==> src/rtl/issue_slot.sv <==
// -----------------------------------------------------------------------------
// issue_slot
// One reservation-station entry of the issue queue. It holds a single
// dispatched uop, watches the writeback wakeup ports to learn when its source
// operands become ready, and raises a request to the select logic once
// everything is ready. Branch resolve/kill and pipeline flush are handled
// here as well.
//
// Optional feature macro: ISSUE_SLOT_PPRED_EN
//   When defined, the slot also tracks a predicate operand (in_ppred,
//   in_ppred_busy, pred_wk_valid, pred_wk_id, out_ppred). The predicate busy
//   bit gates request exactly like the register operands. When undefined,
//   those ports do not exist and request ignores predicate state.
//
// Ports
//   clk, rst_n          clock, asynchronous active-low reset
//   in_valid/in_ready   dispatch handshake (in_ready = slot empty)
//   in_uopc .. in_br_mask  uop fields captured on insert
//   wk_valid/wk_pdst    per-port writeback wakeup strobes and tags
//   br_resolve_mask     branches resolved correctly this cycle
//   br_kill_mask        branches mispredicted this cycle
//   flush               pipeline flush
//   request/grant       issue request to select, grant back
//   out_valid, out_*    slot occupancy and stored uop fields
//   out_br_mask         stored mask with this cycle's resolves already removed
// -----------------------------------------------------------------------------
module issue_slot #(
    parameter int NUM_WAKEUP = 2,
    parameter int PREG_W     = 7,
    parameter int BR_MASK_W  = 12,
    parameter int UOPC_W     = 7
) (
    input  logic                         clk,
    input  logic                         rst_n,
    input  logic                         in_valid,
    output logic                         in_ready,
    input  logic [UOPC_W-1:0]            in_uopc,
    input  logic [31:0]                  in_inst,
    input  logic [PREG_W-1:0]            in_pdst,
    input  logic [PREG_W-1:0]            in_prs1,
    input  logic [PREG_W-1:0]            in_prs2,
    input  logic                         in_prs1_busy,
    input  logic                         in_prs2_busy,
    input  logic [BR_MASK_W-1:0]         in_br_mask,
    input  logic [NUM_WAKEUP-1:0]        wk_valid,
    input  logic [NUM_WAKEUP*PREG_W-1:0] wk_pdst,
    input  logic [BR_MASK_W-1:0]         br_resolve_mask,
    input  logic [BR_MASK_W-1:0]         br_kill_mask,
    input  logic                         flush,
    output logic                         request,
    input  logic                         grant,
    output logic                         out_valid,
    output logic [UOPC_W-1:0]            out_uopc,
    output logic [31:0]                  out_inst,
    output logic [PREG_W-1:0]            out_pdst,
    output logic [PREG_W-1:0]            out_prs1,
    output logic [PREG_W-1:0]            out_prs2,
`ifdef ISSUE_SLOT_PPRED_EN
    input  logic [4:0]                   in_ppred,
    input  logic                         in_ppred_busy,
    input  logic                         pred_wk_valid,
    input  logic [4:0]                   pred_wk_id,
    output logic [4:0]                   out_ppred,
`endif
    output logic [BR_MASK_W-1:0]         out_br_mask
);

    typedef enum logic {
        S_EMPTY    = 1'b0,
        S_OCCUPIED = 1'b1
    } state_e;

    state_e                state_q, state_d;
    logic [UOPC_W-1:0]     uopc_q, uopc_d;
    logic [31:0]           inst_q, inst_d;
    logic [PREG_W-1:0]     pdst_q, pdst_d;
    logic [PREG_W-1:0]     prs1_q, prs1_d;
    logic [PREG_W-1:0]     prs2_q, prs2_d;
    logic                  p1_busy_q, p1_busy_d;
    logic                  p2_busy_q, p2_busy_d;
    logic [BR_MASK_W-1:0]  br_mask_q, br_mask_d;

    // Wakeup tag compares: against the stored sources and against the
    // incoming uop's sources, so a same-cycle insert sees the wakeup too.
    logic [NUM_WAKEUP-1:0] hit_prs1, hit_prs2, hit_in1, hit_in2;

    for (genvar gi = 0; gi < NUM_WAKEUP; gi++) begin : g_wakeup
        assign hit_prs1[gi] = wk_valid[gi] && (wk_pdst[gi*PREG_W +: PREG_W] == prs1_q);
        assign hit_prs2[gi] = wk_valid[gi] && (wk_pdst[gi*PREG_W +: PREG_W] == prs2_q);
        assign hit_in1[gi]  = wk_valid[gi] && (wk_pdst[gi*PREG_W +: PREG_W] == in_prs1);
        assign hit_in2[gi]  = wk_valid[gi] && (wk_pdst[gi*PREG_W +: PREG_W] == in_prs2);
    end

    logic occupied;
    logic kill_hit;
    logic insert_ok;
    logic pred_ready;

`ifdef ISSUE_SLOT_PPRED_EN
    logic [4:0] ppred_q, ppred_d;
    logic       ppred_busy_q, ppred_busy_d;
    assign pred_ready = !ppred_busy_q;
    assign out_ppred  = ppred_q;
`else
    assign pred_ready = 1'b1;
`endif

    assign occupied  = (state_q == S_OCCUPIED);
    // Kill looks at the raw stored mask: a bit in both resolve and kill is a kill.
    assign kill_hit  = occupied && |(br_mask_q & br_kill_mask);
    assign insert_ok = !occupied && in_valid && !flush && !(|(in_br_mask & br_kill_mask));

    // Purely combinational, so a kill or flush suppresses request in the same cycle.
    assign request   = occupied && !p1_busy_q && !p2_busy_q && pred_ready && !kill_hit && !flush;

    assign in_ready    = !occupied;
    assign out_valid   = occupied;
    assign out_uopc    = uopc_q;
    assign out_inst    = inst_q;
    assign out_pdst    = pdst_q;
    assign out_prs1    = prs1_q;
    assign out_prs2    = prs2_q;
    assign out_br_mask = br_mask_q & ~br_resolve_mask;

    always_comb begin
        state_d   = state_q;
        uopc_d    = uopc_q;
        inst_d    = inst_q;
        pdst_d    = pdst_q;
        prs1_d    = prs1_q;
        prs2_d    = prs2_q;
        p1_busy_d = p1_busy_q;
        p2_busy_d = p2_busy_q;
        br_mask_d = br_mask_q;
`ifdef ISSUE_SLOT_PPRED_EN
        ppred_d      = ppred_q;
        ppred_busy_d = ppred_busy_q;
`endif
        if (flush || kill_hit) begin
            state_d = S_EMPTY;
        end else if (request && grant) begin
            // Fields stay put; the slot is simply marked free. No reuse this cycle.
            state_d = S_EMPTY;
        end else if (occupied) begin
            p1_busy_d = p1_busy_q && !(|hit_prs1);
            p2_busy_d = p2_busy_q && !(|hit_prs2);
            br_mask_d = br_mask_q & ~br_resolve_mask;
`ifdef ISSUE_SLOT_PPRED_EN
            ppred_busy_d = ppred_busy_q && !(pred_wk_valid && (pred_wk_id == ppred_q));
`endif
        end else if (insert_ok) begin
            state_d   = S_OCCUPIED;
            uopc_d    = in_uopc;
            inst_d    = in_inst;
            pdst_d    = in_pdst;
            prs1_d    = in_prs1;
            prs2_d    = in_prs2;
            p1_busy_d = in_prs1_busy && !(|hit_in1);
            p2_busy_d = in_prs2_busy && !(|hit_in2);
            br_mask_d = in_br_mask & ~br_resolve_mask;
`ifdef ISSUE_SLOT_PPRED_EN
            ppred_d      = in_ppred;
            ppred_busy_d = in_ppred_busy && !(pred_wk_valid && (pred_wk_id == in_ppred));
`endif
        end
    end

    always_ff @(posedge clk or negedge rst_n) begin
        if (!rst_n) begin
            state_q   <= S_EMPTY;
            uopc_q    <= '0;
            inst_q    <= '0;
            pdst_q    <= '0;
            prs1_q    <= '0;
            prs2_q    <= '0;
            p1_busy_q <= 1'b0;
            p2_busy_q <= 1'b0;
            br_mask_q <= '0;
`ifdef ISSUE_SLOT_PPRED_EN
            ppred_q      <= '0;
            ppred_busy_q <= 1'b0;
`endif
        end else begin
            state_q   <= state_d;
            uopc_q    <= uopc_d;
            inst_q    <= inst_d;
            pdst_q    <= pdst_d;
            prs1_q    <= prs1_d;
            prs2_q    <= prs2_d;
            p1_busy_q <= p1_busy_d;
            p2_busy_q <= p2_busy_d;
            br_mask_q <= br_mask_d;
`ifdef ISSUE_SLOT_PPRED_EN
            ppred_q      <= ppred_d;
            ppred_busy_q <= ppred_busy_d;
`endif
        end
    end

endmodule
==> config.mk <==
export PLATFORM = sky130hd
export DESIGN_NAME = issue_slot
export DESIGN_NICKNAME = d
export VERILOG_FILES = /design/src/rtl/issue_slot.sv
export SDC_FILE = /design/constraint.sdc
export NUM_CORES = 1
export LEC_CHECK = 0
export BUFFER_PORTS_ARGS = -buffer_cell sky130_fd_sc_hd__clkbuf_2
export CAP_MARGIN = 20
export CORE_UTILIZATION = 36
export DETAILED_ROUTE_END_ITERATION = 7
export PLACE_DENSITY = 0.64
export SLEW_MARGIN = 20
export SYNTH_ARGS = -nofsm -noshare
export SYNTH_HDL_FRONTEND = slang
export SYNTH_SLANG_ARGS = --single-unit
==> constraint.sdc <==
create_clock -name clk -period 2.7 [get_ports clk]
set_clock_uncertainty 0.1 [all_clocks]
set_input_delay 0.54 -clock clk [delete_from_list [all_inputs] [get_ports clk]]
set_output_delay 0.54 -clock clk [all_outputs]
set_load 0.01 [all_outputs]
==> results of run 1 <==
[sequential cells by signal (all words and copies together) (netlist names)]
register	flops
out_uopc	7
out_prs1	7
out_valid	1
br_mask_q	12
out_inst	32
out_pdst	7
p1_busy_q	1
out_prs2	7
p2_busy_q	1
[layer usage]
layer	track usage, %	vias up
met4	8.43	0
met5	0	-
li1	-	1576
met2	30.4	127
met1	23.1	1596
met3	3.25	15
[final timing paths]
kind | endpoint | slack, ps | cells past startpoint
max in group asynchronous | out_inst[24] | 1860 | 2
worst max-delay path | request | 140 | 5
min in group clk | br_mask_q[8] | 280 | 2
worst min-delay path | out_prs2[1] | 30 | 1
worst max register to register | p2_busy_q | 550 | 6
worst min register to register | out_pdst[2] | 410 | 1
[stage by stage]
step	cell area (um2)	std cells	hold WS, ps	utilization, %
after detailed placement	4990	652	395	47.7
after floorplan	3920	345	144	-
after CTS	5180	668	253	49.5
after global placement	4990	652	389	47.7
after global routing	5200	669	51.6	49.7
final	5200	669	31.8	49.7
[cells in the mapped netlist (all sizes together)]
library cell / n
a2111oi: 1
a211o: 2
a211oi: 1
a21oi: 2
a222oi: 1
a22oi: 10
a32oi: 11
and2: 1
and3: 1
buf: 11
clkbuf: 15
dfrtp: 75
inv: 13
mux2: 60
nand2: 13
nand3: 1
nand3b: 1
nand4: 18
nor2: 19
nor2b: 13
nor3b: 3
o211ai: 2
o21ai: 13
o22a: 1
o2bb2ai: 1
xnor2: 56
[power by group through the flow]
stage / clock, uW / sequential [uW] / combinational [uW]
floorplan: 0 / 1510 / 337
global placement: 0 / 1440 / 766
detailed placement: 0 / 1450 / 778
CTS: 903 / 1430 / 781
global route: 931 / 1450 / 840
finish: 859 / 1420 / 776
[cells by family (layout without fill, tap and decap cells)]
family          after synthesis  after routing
flops                        75             75
xor+xnor                     56             56
buf+inv                      39            227
compound gates               45             45
simple gates                 70             70
mux                          60             60
[final cells by class]
type | instances | area (um2) | share of cell area (%)
repair buffers | 198 | 1030 | 19.8
inverters | 13 | 48.8 | 0.938
clock inverters | 6 | 65.1 | 1.25
flip-flops and latches | 75 | 1880 | 36.1
multi-input cells | 231 | 1880 | 36.2
well taps | 136 | 170 | 3.27
clock buffers | 10 | 128 | 2.45
[timing repair]
| action | 4_1_cts | 5_1_grt |
|---|---|---|
| endpoints found under the hold margin | 0 | 0 |
| pin swaps | 3 | 1 |
| setup endpoints to repair | 1 | 1 |
[cell usage in the layout, fill, tap and decap left out, types with 2 or more instances in the layout]
cell,Yosys,layout
o211ai_1,2,2
dfrtp_1,75,75
clkbuf_8,0,9
nor2b_1,13,13
xnor2_1,56,56
nand2_1,13,13
a211o_1,2,2
buf_4,5,4
nor3b_1,3,3
inv_1,13,13
clkbuf_2,0,192
buf_12,0,2
mux2_2,60,60
a32oi_1,11,11
nand4_1,18,18
nor2_1,19,18
a22oi_1,10,10
o21ai_0,13,13
clkinv_2,0,2
[critical path: cells and delay by family, from the launching register on]
family,cells,cell delay (ps)
AO/OA/AOI/OAI,2,620
AND/OR/NAND/NOR,2,420
flip-flops,1,410
buffers and inverters,1,130
==> metrics.yaml, run 1 <==
synth:
  synth_cell_types: 29
  synth-xor-area-share_pct: 12.5
  ys_seq_elements: 75
  synth_seq_area_share_pct: 47.8
  yosys.area_share.simple_pct: 9.25
  yosysWarnings: 0
  syn_avg_cell_area_um2: 11.4
  synthAdderAreaFrac_pct: 0
  synth_compound_area_share_pct: 8.83
  synthDominantCellAreaShare_pct: 47.8
  synth.area.top_cells: "dfrtp_1, mux2_2, xnor2_1"
  synth_top_family_by_area: "multiplexers"
  synthCells: 345
  syn_area_um2: 3920
  muxShareOfSynthArea_pct: 17.2
  yosysTopAreaCell: "dfrtp_1"
  syn_nets: 464
placement:
  place_hpwl_um: 7750
  numPortBuffers: 193
  gp_congestion: 0.861
  pre_cts_ws_ps: 129
global_routing:
  grt_antenna_before_repair: 0
  grt_pass1_vias: 3362
  grtUsageTotal_pct: 18.3
  grt_overflow: 0
  grt_max_degree: 76
  grt_first_pass_wirelength_um: 16300
route:
  antenna_left: 0
  num_vias: 3314
  drc_errors: 0
  drtIter0Drc: 133
  wl_met3_um: 704
  met1_length_um: 4360
  drt_first_pass_iters: 4
  wl_per_cell_um: 15.2
  drt_wl_total_um: 10200
  dr_wl_met2_um: 4920
  top_layer_used: "met4"
  vias_per_cell: 4.95
sta:
  maxSlewHeadroom_pct: 67.0
  fmax_ghz: 0.391
  finalHoldViolations: 0
  tightest_slew_ps: 493
  timing.final.max_slew_violations: 0
  rsz0062_at_grt: "true"
  report.final.setup_viol: 0
  fin_tns_setup_ps: 0
  fin_crit_ps: 2560
  layout_worst_path_cycle_share_pct: 94.7
  finalWorstSetupSlack_ps: 143
critical_path:
  crit_path_start_kind: "flop"
  critical_path_class: "reg2out"
  worstPathArrival_ps: 1920
  endpoint_kind: "output port"
  critical-path-max-stage-delay_ps: 410
  crit_fanout: 3
  r2r-start: "out_valid"
  cp_slowest_cell: "dfrtp_1"
  crit_start: "br_mask_q[3]"
  path_cells: "a222oi_1 -> nand3_1 -> a2111oi_4 -> and3_2 -> clkbuf_2"
  worstPathRequired_ps: 2060
power_and_ir_drop:
  sw_frac_of_total_pct: 30.1
  powerDensity_nw_per_um2: 588
  power.share.clock_pct: 28.1
  p_switching_uw: 920
  p_leak_uw: 0.00260
  seqPwrFrac_pct: 46.5
  ir_drop_v: 0.000295
  intPower_uw: 2140
  combPwrFrac_pct: 25.4
  p_total_uw: 3060
cells_and_area:
  nets: 647
  n_antenna_cell: 0
  n_fill_cell: 1027
  drive_gt1_share_pct: 52.2
  area_delta_synth_final_pct: 32.6
floorplan:
  die_w_um: 106
  initial_utilization_pct: 37.5
  dieHeight_um: 106
  num_rows: 37
  dieArea_um2: 11300
  fp.coreArea_um2: 10500
  ios: 194
clock_tree:
  htree_levels: 3
  postCtsSetupRepairBufs: 0
  cts.clk_slew.worst_paths_ps: 80
  insertion_delay_ps: 340
  root_buffer: "clkbuf_8"
  hold_buffers: 0
  cts_tree: "built"
  cts_buffers: 9
  clockBufferDepth: 2
  clock_sinks: 75
  cts_resized: 0
outcome:
  status: "finished clean"
run:
  max_cap_viol_count: 0
min_path:
  worstHoldPathType: "in2async"
No activity file was read; power rests on OpenSTA's default activity.
==> run 2, diff against run 1 <==
Settings changed: ABC_AREA from default to 1, CORE_ASPECT_RATIO from default to 0.8, PLACE_DENSITY 0.64 to 0.63.
==> run 2 against run 1 <==
Compared with the run above:
- the run now ends with DRC left
- wire length rose by 17%
- largest cell class unchanged
- worst setup slack better by 420 ps
- synthesized cell count increased by 90%
- flip-flop and latch count unchanged
- sequential power is 6% higher
==> metrics.yaml, run 2 <==
synth:
  synthCells: 654  # was 345
  yosysTopAreaCell: "dfrtp_1"  # unchanged
  synth_edf_count: 0  # unchanged
  syn_avg_cell_area_um2: 6.69  # was 11.4 um2
  synth_cell_types: 24  # was 29
  ys_top_cells_by_count: "nand2_1, inv_1, dfrtp_1"  # was dfrtp_1, mux2_2, xnor2_1
  synth.most_common_cell: "nand2_1"  # was dfrtp_1
  syn_nets: 773  # was 464
  synth.area.top_cells: "dfrtp_1, nand2_1, inv_1"  # was dfrtp_1, mux2_2, xnor2_1
  synthFlopType: "dfrtp_1"  # unchanged
  synthArstFlopShare_pct: 100  # unchanged
  synthDominantCellAreaShare_pct: 42.9  # was 47.8%
  syn_area_um2: 4380  # was 3920 um2
  ys_seq_elements: 75  # unchanged
  synth_seq_area_share_pct: 42.9  # was 47.8%
  yosysWarnings: 0  # unchanged
floorplan:
  ios: 194  # unchanged
  die_w_um: 125  # was 106 um
  fp.coreArea_um2: 11700  # was 10500 um2
  dieArea_um2: 12600  # was 11300 um2
  dieHeight_um: 101  # was 106 um
  initial_utilization_pct: 37.4  # was 37.5%
  num_rows: 35  # was 37
sta:
  finalWorstSetupSlack_ps: 565  # was 143 ps
  rsz0062_at_grt: "false"  # was true
  finalHoldViolations: 0  # unchanged
  fmax_ghz: 0.468  # was 0.391 GHz
  timing.final.max_slew_violations: 0  # unchanged
  maxSlewHeadroom_pct: 65.6  # was 67.0%
  report.final.setup_viol: 0  # unchanged
  tightest_slew_ps: 516  # was 493 ps
  hold_slack_ps: 69.6  # was 31.8 ps
  layout_worst_path_cycle_share_pct: 79.1  # was 94.7%
  fin_tns_setup_ps: 0  # unchanged
  fin_crit_ps: 2130  # was 2560 ps
global_routing:
  use_met3_pct: 5.15  # was 3.25%
  grt_max_degree: 115  # was 76
  grt_overflow: 0  # unchanged
  use_met1_pct: 27.0  # was 23.1%
  grt_antenna_before_repair: 0  # unchanged
  busiest_layer: "met2"  # unchanged
  grt_pass1_vias: 4041  # was 3362
  grtUsageTotal_pct: 19.8  # was 18.3%
  grt_use_met2_pct: 30.8  # was 30.4%
  grt_first_pass_wirelength_um: 19600  # was 16300 um
critical_path:
  crit_fanout: 3  # unchanged
  crit_path_start_kind: "flop"  # unchanged
  critical-path-max-stage-delay_ps: 400  # was 410 ps
  path_cells: "nand2_1 -> nand2_1 -> nor2_1 -> nand4_1 -> a21boi_0 -> clkbuf_2"  # was a222oi_1 -> nand3_1 -> a2111oi_4 -> and3_2 -> clkbuf_2
  crit_top_cell: "nand2_1"
  worstPathRequired_ps: 2060  # about the same
  path_buf_inv: 1  # unchanged
  endpoint_kind: "output port"  # unchanged
  critical_path_class: "reg2out"  # unchanged
  worstPathArrival_ps: 1490  # was 1920 ps
  cp_slowest_cell: "dfrtp_1"  # unchanged
  critPathTopFamily: "simple AND/OR/NAND/NOR gates"  # was compound AO/OA/AOI/OAI gates
clock_tree:
  clockBufferDepth: 2  # unchanged
  root_buffer: "clkbuf_16"  # was clkbuf_8
  cts_tree: "built"  # unchanged
  postCtsSetupRepairBufs: 0  # unchanged
  hold_buffers: 0  # unchanged
  cts_buffers: 9  # unchanged
  insertion_delay_ps: 340  # about the same
  cts.clk_slew.worst_paths_ps: 60  # was 80 ps
  htree_levels: 3  # unchanged
  cts_resized: 0  # unchanged
  clock_sinks: 75  # unchanged
route:
  vias_per_cell: 4.44  # was 4.95
  drtIter0Drc: 287  # was 133
  num_vias: 4412  # was 3314
  drt_wl_total_um: 12000  # was 10200 um
  drt_first_pass_iters: 7  # was 4
  drc_errors: 7  # was 0
  antenna_left: 0  # unchanged
  wl_per_cell_um: 12.0  # was 15.2 um
outcome:
  status: "complete, but fails checks"  # was finished clean
  violations: "DRC"
cells_and_area:
  mostFrequentLayoutCell: "nand2_1"  # was clkbuf_2
  drive_gt1_share_pct: 25.5  # was 52.2%
  final_cell_mix: "nand2_1, clkbuf_2, inv_1"  # was clkbuf_2, dfrtp_1, mux2_2
  largest_reg_flops: 32  # unchanged
  n_antenna_cell: 0  # unchanged
  nets: 960  # was 647
  fin_util_pct: 49.1  # was 49.7%
  area_delta_synth_final_pct: 31.1  # was 32.6%
placement:
  place_hpwl_um: 9430  # was 7750 um
  pre_cts_ws_ps: 710  # was 129 ps
  gp_congestion: 0.928  # was 0.861
  numPortBuffers: 193  # unchanged
run:
  max_cap_viol_count: 0  # unchanged
min_path:
  worstHoldPathType: "in2async"  # unchanged
power_and_ir_drop:
  ir_drop_v: 0.000344  # was 0.000295 V
  p_leak_uw: 0.00348  # was 0.00260 uW
  powerDensity_nw_per_um2: 632  # was 588 nW/um2
## run 2: metal layers
layer  up-vias  wire, um
met4         0       195
met5         -         0
met1      1900      5590
met3        14       932
li1       2337         -
met2       161      5240
## run 2: cell type report
class | instances | area (um2)
fillers | 1202 | 5950
multi-input cells | 439 | 1910
flip-flops and latches | 75 | 1880
repair buffers | 196 | 1020
inverters | 120 | 450
clock buffers | 10 | 229
well taps | 148 | 185
clock inverters | 6 | 72.6
## run 2: final timing paths
check	slack, ps	endpoint	startpoint	depth (start not counted)
min reg2reg	390	out_uopc[4]	out_uopc[4]	2
max reg2reg	970	br_mask_q[0]	out_valid	8
min	70	out_pdst[6]	rst_n	1
max	570	request	br_mask_q[11]	6
min in group clk	310	out_inst[19]	in_inst[19]	3
max in group asynchronous	1860	out_uopc[2]	rst_n	2
## run 2: power by group
group | internal [uW] | leakage, uW | switching (uW)
sequential | 1330 | 0.00100 | 172
clock | 726 | 0.000144 | 493
combinational | 392 | 0.00234 | 515
total | 2450 | 0.00348 | 1180
## run 2: stage by stage
stage / total power (uW) / area (um2) / cells
final: 3630 / 5740 / 994
after global routing: 3880 / 5740 / 994
after CTS: 3680 / 5740 / 994
after detailed placement: 2430 / 5440 / 978
after global placement: 2430 / 5440 / 978
after floorplan: 1990 / 4380 / 654
## run 2: cell families (layout without fill, tap and decap cells)
logic type	after synthesis	in the layout	share of synthesized area (%)
buffers and inverters	140	332	13.7
AO/OA/AOI/OAI	82	82	10.2
flip-flops	75	75	42.9
AND/OR/NAND/NOR	343	343	30.5
XOR/XNOR	14	14	2.80
